## config.mk

```make
export PLATFORM = sky130hd
export DESIGN_NAME = multicycle_ctrl
export DESIGN_NICKNAME = d
export VERILOG_FILES = /design/src/rtl/mc_ctrl_pkg.sv /design/src/rtl/mc_ctrl_decode.sv /design/src/rtl/multicycle_ctrl.sv
export SDC_FILE = /design/constraint.sdc
export NUM_CORES = 1
export LEC_CHECK = 0
export BUFFER_PORTS_ARGS = -buffer_cell sky130_fd_sc_hd__buf_2
export CAP_MARGIN = 20
export CORE_MARGIN = 4
export CORE_UTILIZATION = 42
export CTS_BUF_LIST = sky130_fd_sc_hd__clkbuf_4 sky130_fd_sc_hd__clkbuf_8 sky130_fd_sc_hd__clkbuf_16
export DETAILED_ROUTE_END_ITERATION = 10
export HOLD_SLACK_MARGIN = 0.15
export PLACE_DENSITY = 0.78
export SETUP_SLACK_MARGIN = 0.02
export SLEW_MARGIN = 15
export SYNTH_ARGS = -nofsm -noshare
export SYNTH_HDL_FRONTEND = slang
export SYNTH_HIERARCHICAL = 1
export SYNTH_SLANG_ARGS = --single-unit
export TNS_END_PERCENT = 20
```

## constraint.sdc

```tcl
create_clock -name clk -period 1.38 [get_ports clk]
set_input_delay 0 -clock clk [delete_from_list [all_inputs] [get_ports clk]]
set_output_delay 0 -clock clk [all_outputs]
set_load 0.03 [all_outputs]
```

## src/rtl/mc_ctrl_pkg.sv

```systemverilog
// Shared encodings for the multi-cycle RV32I-subset control FSM: states, opcodes and mux selects.
package mc_ctrl_pkg;

    typedef enum logic [3:0] {
        FETCH    = 4'd0,
        DECODE   = 4'd1,
        EXEC_R   = 4'd2,
        EXEC_I   = 4'd3,
        EXEC_LUI = 4'd4,
        WB_ALU   = 4'd5,
        MEM_ADDR = 4'd6,
        MEM_RD   = 4'd7,
        MEM_WB   = 4'd8,
        MEM_WR   = 4'd9,
        BRANCH   = 4'd10,
        JAL      = 4'd11,
        ILLEGAL  = 4'd12
    } state_t;

    localparam logic [6:0] OP_R      = 7'b0110011;
    localparam logic [6:0] OP_I      = 7'b0010011;
    localparam logic [6:0] OP_LUI    = 7'b0110111;
    localparam logic [6:0] OP_LOAD   = 7'b0000011;
    localparam logic [6:0] OP_STORE  = 7'b0100011;
    localparam logic [6:0] OP_BRANCH = 7'b1100011;
    localparam logic [6:0] OP_JAL    = 7'b1101111;

    localparam logic [1:0] WB_SEL_ALUOUT = 2'b00;
    localparam logic [1:0] WB_SEL_MDR    = 2'b01;
    localparam logic [1:0] WB_SEL_PC     = 2'b10;

    localparam logic [1:0] A_SEL_PC    = 2'b00;
    localparam logic [1:0] A_SEL_A     = 2'b01;
    localparam logic [1:0] A_SEL_OLDPC = 2'b10;
    localparam logic [1:0] A_SEL_ZERO  = 2'b11;

    localparam logic [1:0] B_SEL_B    = 2'b00;
    localparam logic [1:0] B_SEL_IMM  = 2'b01;
    localparam logic [1:0] B_SEL_FOUR = 2'b10;

    localparam logic [1:0] ALU_ADD   = 2'b00;
    localparam logic [1:0] ALU_FUNCT = 2'b01;
    localparam logic [1:0] ALU_CMP   = 2'b10;

    function automatic logic is_wait_state(input state_t s);
        return (s == FETCH) || (s == MEM_RD) || (s == MEM_WR);
    endfunction

endpackage

```

## src/rtl/mc_ctrl_decode.sv

```systemverilog
// Combinational decoder from FSM state plus handshake/branch inputs to datapath control signals.
module mc_ctrl_decode
    import mc_ctrl_pkg::*;
(
    input  logic       i_rst_n,
    input  state_t     i_state,
    input  logic       i_mem_ready,
    input  logic       i_br_taken,
    input  logic       i_abort,
    output logic       o_mem_req,
    output logic       o_mem_we,
    output logic       o_addr_sel,
    output logic       o_pc_load,
    output logic       o_oldpc_load,
    output logic       o_ir_load,
    output logic       o_ab_load,
    output logic       o_aluout_load,
    output logic       o_mdr_load,
    output logic       o_rf_we,
    output logic [1:0] o_wb_sel,
    output logic [1:0] o_alu_a_sel,
    output logic [1:0] o_alu_b_sel,
    output logic [1:0] o_alu_op,
    output logic       o_pc_src,
    output logic       o_illegal
);

    always_comb begin
        o_mem_req     = 1'b0;
        o_mem_we      = 1'b0;
        o_addr_sel    = 1'b0;
        o_pc_load     = 1'b0;
        o_oldpc_load  = 1'b0;
        o_ir_load     = 1'b0;
        o_ab_load     = 1'b0;
        o_aluout_load = 1'b0;
        o_mdr_load    = 1'b0;
        o_rf_we       = 1'b0;
        o_wb_sel      = WB_SEL_ALUOUT;
        o_alu_a_sel   = A_SEL_PC;
        o_alu_b_sel   = B_SEL_B;
        o_alu_op      = ALU_ADD;
        o_pc_src      = 1'b0;
        o_illegal     = 1'b0;
        // Reset overrides the whole decode so nothing leaks out mid-access.
        if (i_rst_n) begin
            case (i_state)
                FETCH: begin
                    o_mem_req    = 1'b1;
                    o_addr_sel   = 1'b1;
                    o_alu_b_sel  = B_SEL_FOUR;
                    o_ir_load    = i_mem_ready;
                    o_oldpc_load = i_mem_ready;
                    o_pc_load    = i_mem_ready;
                end
                DECODE: begin
                    o_ab_load     = 1'b1;
                    o_aluout_load = 1'b1;
                    o_alu_a_sel   = A_SEL_OLDPC;
                    o_alu_b_sel   = B_SEL_IMM;
                end
                EXEC_R: begin
                    o_alu_a_sel   = A_SEL_A;
                    o_alu_op      = ALU_FUNCT;
                    o_aluout_load = 1'b1;
                end
                EXEC_I: begin
                    o_alu_a_sel   = A_SEL_A;
                    o_alu_b_sel   = B_SEL_IMM;
                    o_alu_op      = ALU_FUNCT;
                    o_aluout_load = 1'b1;
                end
                EXEC_LUI: begin
                    o_alu_a_sel   = A_SEL_ZERO;
                    o_alu_b_sel   = B_SEL_IMM;
                    o_aluout_load = 1'b1;
                end
                WB_ALU: o_rf_we = 1'b1;
                MEM_ADDR: begin
                    o_alu_a_sel   = A_SEL_A;
                    o_alu_b_sel   = B_SEL_IMM;
                    o_aluout_load = 1'b1;
                end
                MEM_RD: begin
                    o_mem_req  = 1'b1;
                    o_mdr_load = i_mem_ready;
                end
                MEM_WB: begin
                    o_rf_we  = 1'b1;
                    o_wb_sel = WB_SEL_MDR;
                end
                MEM_WR: begin
                    o_mem_req = 1'b1;
                    o_mem_we  = 1'b1;
                end
                BRANCH: begin
                    o_alu_a_sel = A_SEL_A;
                    o_alu_op    = ALU_CMP;
                    o_pc_load   = i_br_taken;
                    o_pc_src    = 1'b1;
                end
                JAL: begin
                    o_rf_we   = 1'b1;
                    o_wb_sel  = WB_SEL_PC;
                    o_pc_load = 1'b1;
                    o_pc_src  = 1'b1;
                end
                ILLEGAL: o_illegal = 1'b1;
                default: ;
            endcase
            if (i_abort) begin
                o_mem_req = 1'b0;
                o_mem_we  = 1'b0;
            end
        end
    end

endmodule

```

## src/rtl/multicycle_ctrl.sv

```systemverilog
// Multi-cycle RV32I-subset control FSM: state register, next-state logic, memory handshake.
// Define MC_CTRL_TIMEOUT_EN to abort memory waits into ILLEGAL after 2^TO_W-1 wait cycles.
module multicycle_ctrl
    import mc_ctrl_pkg::*;
#(
    parameter int TO_W = 4
) (
    input  logic       clk,
    input  logic       rst,
    input  logic [6:0] opcode,
    input  logic       br_taken,
    input  logic       mem_ready,
    output logic       mem_req,
    output logic       mem_we,
    output logic       addr_sel,
    output logic       pc_load,
    output logic       oldpc_load,
    output logic       ir_load,
    output logic       ab_load,
    output logic       aluout_load,
    output logic       mdr_load,
    output logic       rf_we,
    output logic [1:0] wb_sel,
    output logic [1:0] alu_a_sel,
    output logic [1:0] alu_b_sel,
    output logic [1:0] alu_op,
    output logic       pc_src,
    output logic       illegal,
    output logic [3:0] state
);

    state_t r_state;
    state_t w_next;
    logic   w_timeout;

    if (TO_W < 1) begin : g_to_w_check
        $error("TO_W must be at least 1");
    end

`ifdef MC_CTRL_TIMEOUT_EN
    logic [TO_W-1:0] r_to_cnt;

    // Counter restarts whenever the state changes, so each wait state gets a fresh budget.
    always_ff @(posedge clk or negedge rst) begin
        if (!rst) begin
            r_to_cnt <= '0;
        end else if (w_next != r_state) begin
            r_to_cnt <= '0;
        end else if (is_wait_state(r_state) && !mem_ready) begin
            r_to_cnt <= r_to_cnt + 1'b1;
        end
    end

    assign w_timeout = is_wait_state(r_state) && !mem_ready && (r_to_cnt == {TO_W{1'b1}});
`else
    assign w_timeout = 1'b0;
`endif

    always_ff @(posedge clk or negedge rst) begin
        if (!rst) begin
            r_state <= FETCH;
        end else begin
            r_state <= w_next;
        end
    end

    always_comb begin
        w_next = r_state;
        case (r_state)
            FETCH:    if (mem_ready) w_next = DECODE;
            DECODE: begin
                case (opcode)
                    OP_R:               w_next = EXEC_R;
                    OP_I:               w_next = EXEC_I;
                    OP_LUI:             w_next = EXEC_LUI;
                    OP_LOAD, OP_STORE:  w_next = MEM_ADDR;
                    OP_BRANCH:          w_next = BRANCH;
                    OP_JAL:             w_next = JAL;
                    default:            w_next = ILLEGAL;
                endcase
            end
            EXEC_R, EXEC_I, EXEC_LUI: w_next = WB_ALU;
            WB_ALU:   w_next = FETCH;
            MEM_ADDR: w_next = (opcode == OP_LOAD) ? MEM_RD : MEM_WR;
            MEM_RD:   if (mem_ready) w_next = MEM_WB;
            MEM_WB:   w_next = FETCH;
            MEM_WR:   if (mem_ready) w_next = FETCH;
            BRANCH:   w_next = FETCH;
            JAL:      w_next = FETCH;
            ILLEGAL:  w_next = ILLEGAL;
            default:  w_next = ILLEGAL;
        endcase
        if (w_timeout) w_next = ILLEGAL;
    end

    assign state = r_state;

    mc_ctrl_decode u_decode (
        .i_rst_n       (rst),
        .i_state       (r_state),
        .i_mem_ready   (mem_ready),
        .i_br_taken    (br_taken),
        .i_abort       (w_timeout),
        .o_mem_req     (mem_req),
        .o_mem_we      (mem_we),
        .o_addr_sel    (addr_sel),
        .o_pc_load     (pc_load),
        .o_oldpc_load  (oldpc_load),
        .o_ir_load     (ir_load),
        .o_ab_load     (ab_load),
        .o_aluout_load (aluout_load),
        .o_mdr_load    (mdr_load),
        .o_rf_we       (rf_we),
        .o_wb_sel      (wb_sel),
        .o_alu_a_sel   (alu_a_sel),
        .o_alu_b_sel   (alu_b_sel),
        .o_alu_op      (alu_op),
        .o_pc_src      (pc_src),
        .o_illegal     (illegal)
    );

endmodule

```

==> summary.txt <==
dominant cells by area after synthesis -> dfrtp_1 (13%), nor3_1 (7.1%), a21oi_1 (4.5%)
Hold Fails Final Rpt -> 0
CP Launch Type -> flip-flop
Ports -> 35
GRT Total Usage -> 26.11%
failing checks -> negative setup slack
Avg Synthesized Cell Area -> 6.876 um^2
run status -> finished, violations left
clock latency on the worst-skew pair -> 250 ps
share of cells above drive strength 1 -> 58.08%
residual DRC count -> 0
Cell Area, Synth -> 777.0 um^2
Unique masters post-synth -> 47
Hold Path Depth -> 3
via count -> 1191
Final HPWL DP -> 1.890 mm
area share of the largest cell type after synthesis -> 12.88%
vias in the first global route -> 1114
gr ovfl total -> 0
Die Wd -> 51.01 um
drt wl/cell -> 18.99 um
FF-to-FF Start -> state[0]
Setup crit end -> mem_req
clock net sink count -> 4
most instantiated cells after synthesis -> nor3_1 (11), nor2_1 (8), a21oi_1 (7)
CTS tree -> done
maximum vdd drop -> 1.032 mV
FF-to-FF path depth -> 5
Via density -> 6.203
Slew Viols, Final -> 0
Min-Delay Path Class -> in -> reg
Seq pwr share -> 8.9%
Crit path arrival time -> 1710 ps
Seq/Total Area, Yosys -> 12.88%
starting density of the core -> 44.52%
DR pass1 iterations -> 5
Max Clk Rate -> 585.0 MHz
Internal -> 1.294 mW
RSZ-0062 raised after global routing -> yes
Sw Share -> 51.63%
PD cells -> 1878 nW/um^2
DR iter-0 viols -> 52
detailed-route wire length -> 3.646 mm
min cycle time layout -> 1709 ps
Detail Route Antenna Nets -> 0
Gate power share -> 85.1%
setup TNS -> -3791 ps
Async S/R FF share, synth -> 100.0%
die height -> 51.01 um
total CTS buffers -> 3
Clock Path Buffers -> 2
core area -> 1745 um^2
synthesis-to-layout area growth -> 83.41%
Critical path origin -> state[0]
RR Endpoint -> state[2]
pre-CTS WS -> -122.8 ps
Static Leakage -> 0.6332 nW
maxcap violations -> 0
gpl congestion -> 0.9135
count leader, synth -> nor3_1
cell taking the most area after synthesis -> dfrtp_1
placed cell count -> 180
Reg area -> 105.1 um^2
Required @ worst endpoint -> 1380 ps
crit-path max FO -> 5
r2r setup slk -> -250 ps
Net Sw Power -> 1.382 mW
# H-tree levels -> 1
Synth Warn # -> 6
Post-synth EDFFs -> 0
port buffer count -> 34
crit path setup slack, layout -> -329.4 ps
post-route insts no fill -> 192
Finish-stage setup viols -> 22
Cell Rows -> 15
Seq cells post-synth -> 4
fillers -> 102
final worst-path cycle share -> 123.9%
largest net degree at the start of global routing -> 12
flip-flop count of the largest register after layout -> 4
initial antenna violation count -> 0
critical path type -> reg -> out
nets -> 180
clock root cell -> clkbuf_4
Clock Pin Slew Worst Setup and Hold Paths -> 50 ps
cell count after synthesis -> 113
# diodes -> 0
worst hold slack -> 217.6 ps
area of the multi-input gates -> 749.5 um^2
hold path start -> mem_ready
global-route wire length before repair -> 5.209 mm
Die Footprint -> 2602 um^2
Setup crit end kind -> output port
Clk pwr share -> 6.0%
dominant synthesized flop cell -> dfrtp_1
Final Skew -> 9.281 ps
post-layout power -> 2.676 mW
## area by class of cell
cell class              instances  share of cell area, %
flip-flops and latches          4                  7.375
well taps                      25                  2.195
clock buffers                   3                  1.580
inverters                       6                  1.580
repair buffers                 60                  34.68
multi-input cells              94                  52.59
## worst max-delay path, stage by stage (launching register included)
cell and delay, ps:
dfrtp_2 430, or4_1 530, o211a_1 160, nor3b_4 180
buf_6 150
## layout by cell type (no fill, tap or decap), types with 2 or more instances in the layout
| cell | count |
|---|---|
| nand2_1 | 4 |
| o21ai_0 | 5 |
| nor3b_1 | 2 |
| a21oi_1 | 6 |
| a211oi_2 | 2 |
| nand3_1 | 3 |
| and3_1 | 2 |
| o21a_1 | 2 |
| nor2b_1 | 2 |
| o21ai_1 | 2 |
| a211oi_1 | 2 |
| nor3_1 | 5 |
| inv_1 | 6 |
| nor4_1 | 2 |
| nand2b_1 | 2 |
| nor2_2 | 2 |
| conb_1 | 2 |
| dlygate4sd3_1 | 3 |
| buf_12 | 2 |
| nand2b_4 | 3 |
| nor3_2 | 6 |
| a21oi_2 | 2 |
| nor2_1 | 5 |
| buf_4 | 27 |
| clkbuf_4 | 3 |
| buf_2 | 15 |
| buf_6 | 13 |
| dfrtp_2 | 4 |
## power by group through the flow
stage / Sequential [mW] / Combinational (mW) / Clock (mW)
finish: 0.238 / 2.28 / 0.162
global route: 0.242 / 2.38 / 0.169
CTS: 0.225 / 2.03 / 0.158
detailed placement: 0.224 / 1.68 / 0
global placement: 0.220 / 1.64 / 0
floorplan: 0.311 / 1.10 / 0
## through the flow
stage | utilization [%] | area [um^2]
finish | 81.65 | 1425
global route | 81.65 | 1425
CTS | 77.92 | 1360
detailed placement | 64.66 | 1129
global placement | 64.66 | 1129
floorplan | - | 862.1
## routing by layer
layer | track usage (%) | vias to the layer above | wire length [um]
met5 | 0 | - | 0
met4 | 11.66 | 0 | 214
met3 | 0.5831 | 24 | 297
met2 | 51.07 | 98 | 1808
met1 | 28.67 | 547 | 1326
li1 | - | 522 | -
## worst min path at each step
| stage | to | slack (ps) |
|---|---|---|
| final | state[3] | 220 |
| after global routing | state[3] | 210 |
| after CTS | state[3] | 170 |
| after detailed placement | state[3] | -140 |
| after global placement | state[1] | -140 |
| after floorplan | state[0] | -300 |
## what timing repair did
item	4_1_cts	5_1_grt
setup endpoints to repair	22	23
pin swaps	6	7
resized for setup	37	14
hold endpoints to repair	5	0
hold buffers	3	0
setup buffers	5	1
## cells by family (layout without fill, tap and decap cells)
| kind of cell | count (synthesis) | after routing | synth area share [%] |
|---|---|---|---|
| AND/OR/NAND/NOR | 59 | 59 | 46.38 |
| AO/OA/AOI/OAI | 31 | 31 | 27.05 |
| buffers and inverters | 16 | 69 | 10.95 |
| flip-flops | 4 | 4 | 12.88 |
| XOR/XNOR | 2 | 2 | 2.255 |
| other | 1 | 2 | 0.4826 |
(Power assumes the default switching activity.)
